## src/rtl/fsquare_iter.sv

```systemverilog
// Iterative IEEE-754 single-precision squarer: radix-4 shift-add significand
// product over 12 cycles, then one normalize/round cycle (14-cycle latency).
module fsquare_iter (
  input  logic        clk,
  input  logic        clr,
  input  logic [31:0] d,
  input  logic [1:0]  rm,
  input  logic        fsquare,
  input  logic        ena,
  output logic [31:0] s,
  output logic        busy,
  output logic        stall,
  output logic [4:0]  count,
  output logic        valid
);

  localparam logic [1:0] RM_RN     = 2'b00;
  localparam logic [1:0] RM_RU     = 2'b10;
  localparam logic [4:0] CNT_ROUND = 5'd13;

  logic [31:0] s_q, s_d;
  logic        busy_q, busy_d;
  logic [4:0]  count_q, count_d;
  logic        valid_q, valid_d;
  logic [7:0]  exp_q, exp_d;
  logic [1:0]  rm_q, rm_d;
  logic        zero_q, zero_d, den_q, den_d, inf_q, inf_d, nan_q, nan_d;
  logic [47:0] mcand_q, mcand_d;
  logic [23:0] mplr_q, mplr_d;
  logic [47:0] acc_q, acc_d;

  logic        unused_sign;
  assign unused_sign = d[31];

  logic [47:0] pp;
  always_comb begin
    case (mplr_q[1:0])
      2'd0:    pp = '0;
      2'd1:    pp = mcand_q;
      2'd2:    pp = mcand_q << 1;
      default: pp = mcand_q + (mcand_q << 1);
    endcase
  end

  logic              norm;
  logic [23:0]       sig_pre;
  logic              g_pre, r_pre, s_pre;
  logic signed [9:0] e_raw, sh_full, e_fin;
  logic [4:0]        sh_amt;
  logic [51:0]       den_shift;
  logic [25:0]       grs_vec;
  logic              sticky, inc;
  logic [24:0]       sig_sum;
  logic [31:0]       round_res;

  always_comb begin
    norm = acc_q[47];
    if (norm) begin
      sig_pre = acc_q[47:24];
      g_pre   = acc_q[23];
      r_pre   = acc_q[22];
      s_pre   = |acc_q[21:0];
    end else begin
      sig_pre = acc_q[46:23];
      g_pre   = acc_q[22];
      r_pre   = acc_q[21];
      s_pre   = |acc_q[20:0];
    end
    e_raw   = $signed({1'b0, exp_q, 1'b0}) - 10'sd127 + $signed({9'd0, norm});
    sh_full = 10'sd1 - e_raw;
    sh_amt  = 5'd0;
    // Gradual underflow: denormalize before rounding so rounding happens once.
    if (e_raw <= 10'sd0) sh_amt = (sh_full > 10'sd26) ? 5'd26 : sh_full[4:0];
    den_shift = {sig_pre, g_pre, r_pre, 26'd0} >> sh_amt;
    grs_vec   = den_shift[51:26];
    sticky    = s_pre | (|den_shift[25:0]);
    case (rm_q)
      RM_RN:   inc = grs_vec[1] & (grs_vec[0] | sticky | grs_vec[2]);
      RM_RU:   inc = grs_vec[1] | grs_vec[0] | sticky;
      default: inc = 1'b0;
    endcase
    sig_sum = {1'b0, grs_vec[25:2]} + {24'd0, inc};
    e_fin   = e_raw + $signed({9'd0, sig_sum[24]});
    if (e_raw <= 10'sd0)
      round_res = {1'b0, 7'd0, sig_sum[23], sig_sum[22:0]};
    else if (e_fin >= 10'sd255)
      round_res = (rm_q == RM_RN || rm_q == RM_RU) ? 32'h7F80_0000 : 32'h7F7F_FFFF;
    else
      round_res = {1'b0, e_fin[7:0], sig_sum[22:0]};
    if (nan_q)       round_res = 32'h7FC0_0000;
    else if (inf_q)  round_res = 32'h7F80_0000;
    else if (zero_q) round_res = 32'h0000_0000;
    else if (den_q)  round_res = (rm_q == RM_RU) ? 32'h0000_0001 : 32'h0000_0000;
  end

  always_comb begin
    s_d     = s_q;
    busy_d  = busy_q;
    count_d = count_q;
    valid_d = valid_q;
    exp_d   = exp_q;
    rm_d    = rm_q;
    zero_d  = zero_q;
    den_d   = den_q;
    inf_d   = inf_q;
    nan_d   = nan_q;
    mcand_d = mcand_q;
    mplr_d  = mplr_q;
    acc_d   = acc_q;
    if (ena) begin
      valid_d = 1'b0;
      if (!busy_q) begin
        if (fsquare) begin
          exp_d   = d[30:23];
          rm_d    = rm;
          zero_d  = (d[30:23] == 8'd0)   && (d[22:0] == 23'd0);
          den_d   = (d[30:23] == 8'd0)   && (d[22:0] != 23'd0);
          inf_d   = (d[30:23] == 8'hFF)  && (d[22:0] == 23'd0);
          nan_d   = (d[30:23] == 8'hFF)  && (d[22:0] != 23'd0);
          mcand_d = {24'd0, 1'b1, d[22:0]};
          mplr_d  = {1'b1, d[22:0]};
          acc_d   = '0;
          busy_d  = 1'b1;
          count_d = 5'd1;
        end
      end else if (count_q == CNT_ROUND) begin
        s_d     = round_res;
        valid_d = 1'b1;
        busy_d  = 1'b0;
        count_d = 5'd0;
      end else begin
        acc_d   = acc_q + pp;
        mcand_d = mcand_q << 2;
        mplr_d  = mplr_q >> 2;
        count_d = count_q + 5'd1;
      end
    end
  end

  always_ff @(posedge clk or posedge clr) begin
    if (clr) begin
      s_q     <= '0;
      busy_q  <= 1'b0;
      count_q <= '0;
      valid_q <= 1'b0;
      exp_q   <= '0;
      rm_q    <= '0;
      zero_q  <= 1'b0;
      den_q   <= 1'b0;
      inf_q   <= 1'b0;
      nan_q   <= 1'b0;
      mcand_q <= '0;
      mplr_q  <= '0;
      acc_q   <= '0;
    end else begin
      s_q     <= s_d;
      busy_q  <= busy_d;
      count_q <= count_d;
      valid_q <= valid_d;
      exp_q   <= exp_d;
      rm_q    <= rm_d;
      zero_q  <= zero_d;
      den_q   <= den_d;
      inf_q   <= inf_d;
      nan_q   <= nan_d;
      mcand_q <= mcand_d;
      mplr_q  <= mplr_d;
      acc_q   <= acc_d;
    end
  end

  assign s     = s_q;
  assign busy  = busy_q;
  assign count = count_q;
  assign valid = valid_q;
  assign stall = (fsquare & ~busy_q) | (busy_q & (count_q != CNT_ROUND));

endmodule

```

## config.mk

```make
export PLATFORM = sky130hd
export DESIGN_NAME = fsquare_iter
export DESIGN_NICKNAME = d
export VERILOG_FILES = /design/src/rtl/fsquare_iter.sv
export SDC_FILE = /design/constraint.sdc
export NUM_CORES = 1
export LEC_CHECK = 0
export CAP_MARGIN = 10
export CORE_MARGIN = 4
export CORE_UTILIZATION = 35
export CTS_CLUSTER_SIZE = 16
export DETAILED_ROUTE_END_ITERATION = 12
export PLACE_DENSITY_LB_ADDON = 0.25
export SKIP_LAST_GASP = 1
export SLEW_MARGIN = 20
export SYNTH_ARGS = -nofsm -noshare
export SYNTH_HDL_FRONTEND = slang
export SYNTH_SLANG_ARGS = --single-unit
```

## constraint.sdc

```tcl
create_clock -name clk -period 9.9 [get_ports clk]
set_clock_uncertainty 0.1 [all_clocks]
set_input_delay 1.98 -clock clk [delete_from_list [all_inputs] [get_ports clk]]
set_output_delay 1.98 -clock clk [all_outputs]
set_load 0.01 [all_outputs]
```

==> impl_results.md <==
* Largest net degree at the start of global routing at 104
* Met1 WL at 23200 um
* Power, Total at 3.96 mW
* Syn Inst Count at 2053
* Vias per cell at 5.91
* DR WL met3 at 2490 um
* Pre-CTS setup slack at 580 ps
* Reg2Reg Depth at 36
* Met2 wire length at 24100 um
* Slew Viols, Final at 0
* CTS Sinks at 172
* Core Area at 45600 um^2
* Top cell by count, worst path: ha_1
* Area share of the largest cell type after synthesis at 0.266
* CP endpoint kind: register
* Ys Warns at 0
* Main area contributors after synthesis: dfrtp_1 (27%), ha_1 (7.9%), nand2_1 (6.8%)
* H-Tree Depth at 4
* Power Dens Cells at 218 nW/um^2
* RR Startpoint: exp_q[0]$_DFFE_PP0P_
* Critical path class: reg -> reg
* Global-route wire length before repair at 82600 um
* FP Rows at 78
* Final-layout fill cell count at 4680
* Die Wd at 223 um
* Placed cell area at 17500 um^2
* Drt total wl at 50900 um
* Initial core utilization at 0.355
* Crit path buffers/inverters at 3
* Number of synthesized register bits at 172
* DR WL/cell at 19.0 um
* Post-DP HPWL at 37600 um
* Antenna-violating nets left at 0
* Final Cell Area at 18200 um^2
* R2R Path End: s[16]$_DFFE_PP0P_
* Peak supply drop at 119 uV
* Register area share after synthesis at 0.266
* PortBufs at 75
* R2r setup slk at 890 ps
* Max incr delay on CP at 590 ps
* Distinct cells, synth at 97
* Status: finished, final reports clean
* Layout cells sized above 1 at 0.0605
* Hold_buf cts at 0
* Clk root buf: clkbuf_16
* Fin crit period at 9010 ps
* TritonCTS Buffers at 17
* RSZ-0062 raised after global routing: false
* Clk buf depth at 2
* Hold Path Origin: s[3]$_DFFE_PP0P_
* CP Max Fanout at 15
* Top-count cell post-synth: nand2_1
* Startpoint Class: register
* Hold depth at 2
* Total global-route track usage at 0.201
* Remaining Overflow, GRT at 0
* Top FF cell, synth: dfrtp_1
* Area growth from synthesis to final layout at 12.1%
* Non-filler cells, final at 2682
* Number of global-route vias before repair at 15279
* Worst setup startpoint: exp_q[0]$_DFFE_PP0P_
* CP arrival at 9300 ps
* LEAKAGE at 7.91 nW
* Placed Cells at 2649
* Num ports at 78
* Cell taking the most area after synthesis: dfrtp_1
* Initial DRC count at 1327
* Asr flop ratio synth at 1.00
* Syn_nets at 2195
* Final Hold Viols at 0
* Worst-path clk slew at 80 ps
* Setup TNS Final at 0 ps
* Netlist area before placement at 16200 um^2
* Final GP Congestion at 0.917
* Final setup viols at 0
* Worst slew margin at 0.287
* Final period util at 0.910
* HP Class: reg -> reg
* Nets at 2211
* Fmax achieved at 111 MHz
* Req. time, crit path at 10190 ps
* Vias post-DR at 15849
* Antenna violations before repair at 0
* Max Used Layer: met4
* Die H at 223 um
* Hold EP: s[3]$_DFFE_PP0P_
* Max-cap viol count at 0
* ANT cells at 0
* CTS tree: done
* CP delay by family, top: simple AND/OR/NAND/NOR gates
* DIE AREA at 49800 um^2
* EDFF count, synth at 0
* Worst-Margin Slew at 1060 ps
* Highest-delay cell along the critical path: or3_1
* Final worst setup slack at 891 ps
* Syn_area_per_cell at 7.89 um^2
* Skew-Pair Late Insertion Delay at 480 ps
* Commonest cells in the netlist: nand2_1 (295), o21ai_0 (188), dfrtp_1 (172)
* Detailed-router iteration count before antenna repair at 7
* Post-route DRC at 0
-- worst register-to-register path: cells and delay by family (launching register included) --
family	cells	cell delay (ps)
muxes	1	270
DFF	1	470
buffers and inverters	3	740
xor gates and xnor gates	1	150
AOI/OAI and AO/OA	11	2270
and+or+nand+nor	16	3920
adders and majority gates	4	1010
-- metal layers --
layer	vias up	track usage
met5	-	0
met4	0	0.0537
met3	80	0.0279
met2	442	0.337
met1	7663	0.272
li1	7664	-
-- sequential cells by signal, summed over array words and instances, names as in the netlist --
register / cells
s: 31
mplr_q: 24
count: 5
rm_q: 2
exp_q: 8
busy: 1
nan_q: 1
acc_q: 48
den_q: 1
zero_q: 1
valid: 1
inf_q: 1
mcand_q: 48
-- how the worst max path moves through the flow --
stage          slack [ps]                 to  cells past startpoint
2_1_floorplan        1720  s[10]$_DFFE_PP0P_                     40
3_3_place_gp          670  s[22]$_DFFE_PP0P_                     33
3_5_place_dp          580  s[22]$_DFFE_PP0P_                     33
4_1_cts               540  s[16]$_DFFE_PP0P_                     35
5_1_grt               110  s[16]$_DFFE_PP0P_                     38
6_report              890  s[16]$_DFFE_PP0P_                     36
-- layout by cell type (no fill, tap or decap), types with 7 or more instances in the layout --
cell type,instances
and2_1,15
a31oi_1,13
clkinv_8,8
o211ai_1,28
nor2_1,136
or2_2,8
o21ai_0,188
o31ai_1,18
nand4_1,21
clkbuf_16,17
xnor2_1,73
nand2_1,295
a22o_1,36
a41oi_1,7
a211oi_1,28
o21ai_1,20
a21oi_1,146
o22ai_1,17
nor2b_1,18
mux2_2,13
a22oi_1,46
inv_1,38
nand3_1,46
nor4_1,25
mux2i_1,71
o21bai_1,13
or3_1,22
ha_1,102
xor2_1,40
and3_1,17
nor3_1,46
clkdlybuf4s50_1,75
dfrtp_1,170
a21o_1,55
buf_4,33
o21a_1,17
nand2b_1,17
-- final cells by class --
type,instances,area [um^2],share of cell area
Tap cell,600,751,0.0413
Multi-Input combinational cell,1729,11300,0.622
Sequential cell,172,4310,0.237
Clock inverter,15,224,0.0123
Timing Repair Buffer,109,1010,0.0556
Clock buffer,17,425,0.0234
Inverter,40,155,0.00854
-- cells by family after synthesis --
logic type	synth area share
adder cells (fa/ha/maj)	0.0813
flip-flops	0.266
AND/OR/NAND/NOR	0.207
other	0.000232
XOR/XNOR	0.0621
AO/OA/AOI/OAI	0.290
multiplexers	0.0543
buffers and inverters	0.0395
-- metrics by stage --
step,hold slack [ps],util
floorplan,347,-
global placement,364,0.384
detailed placement,373,0.384
CTS,390,0.398
global route,405,0.399
finish,381,0.399
-- where the power goes --
group	switching, mW	internal [mW]	leakage [nW]
clock	0.387	0.354	0.309
sequential	0.229	0.872	2.30
combinational	1.28	0.834	5.30
total	1.90	2.06	7.91
-- what timing repair did --
item	4_1_cts	5_1_grt
setup buffers	0	1
gates resized for setup	0	2
hold endpoints to repair	0	0
endpoints found under the setup margin	0	12
Note: power is estimated with default switching activity, not from simulation.
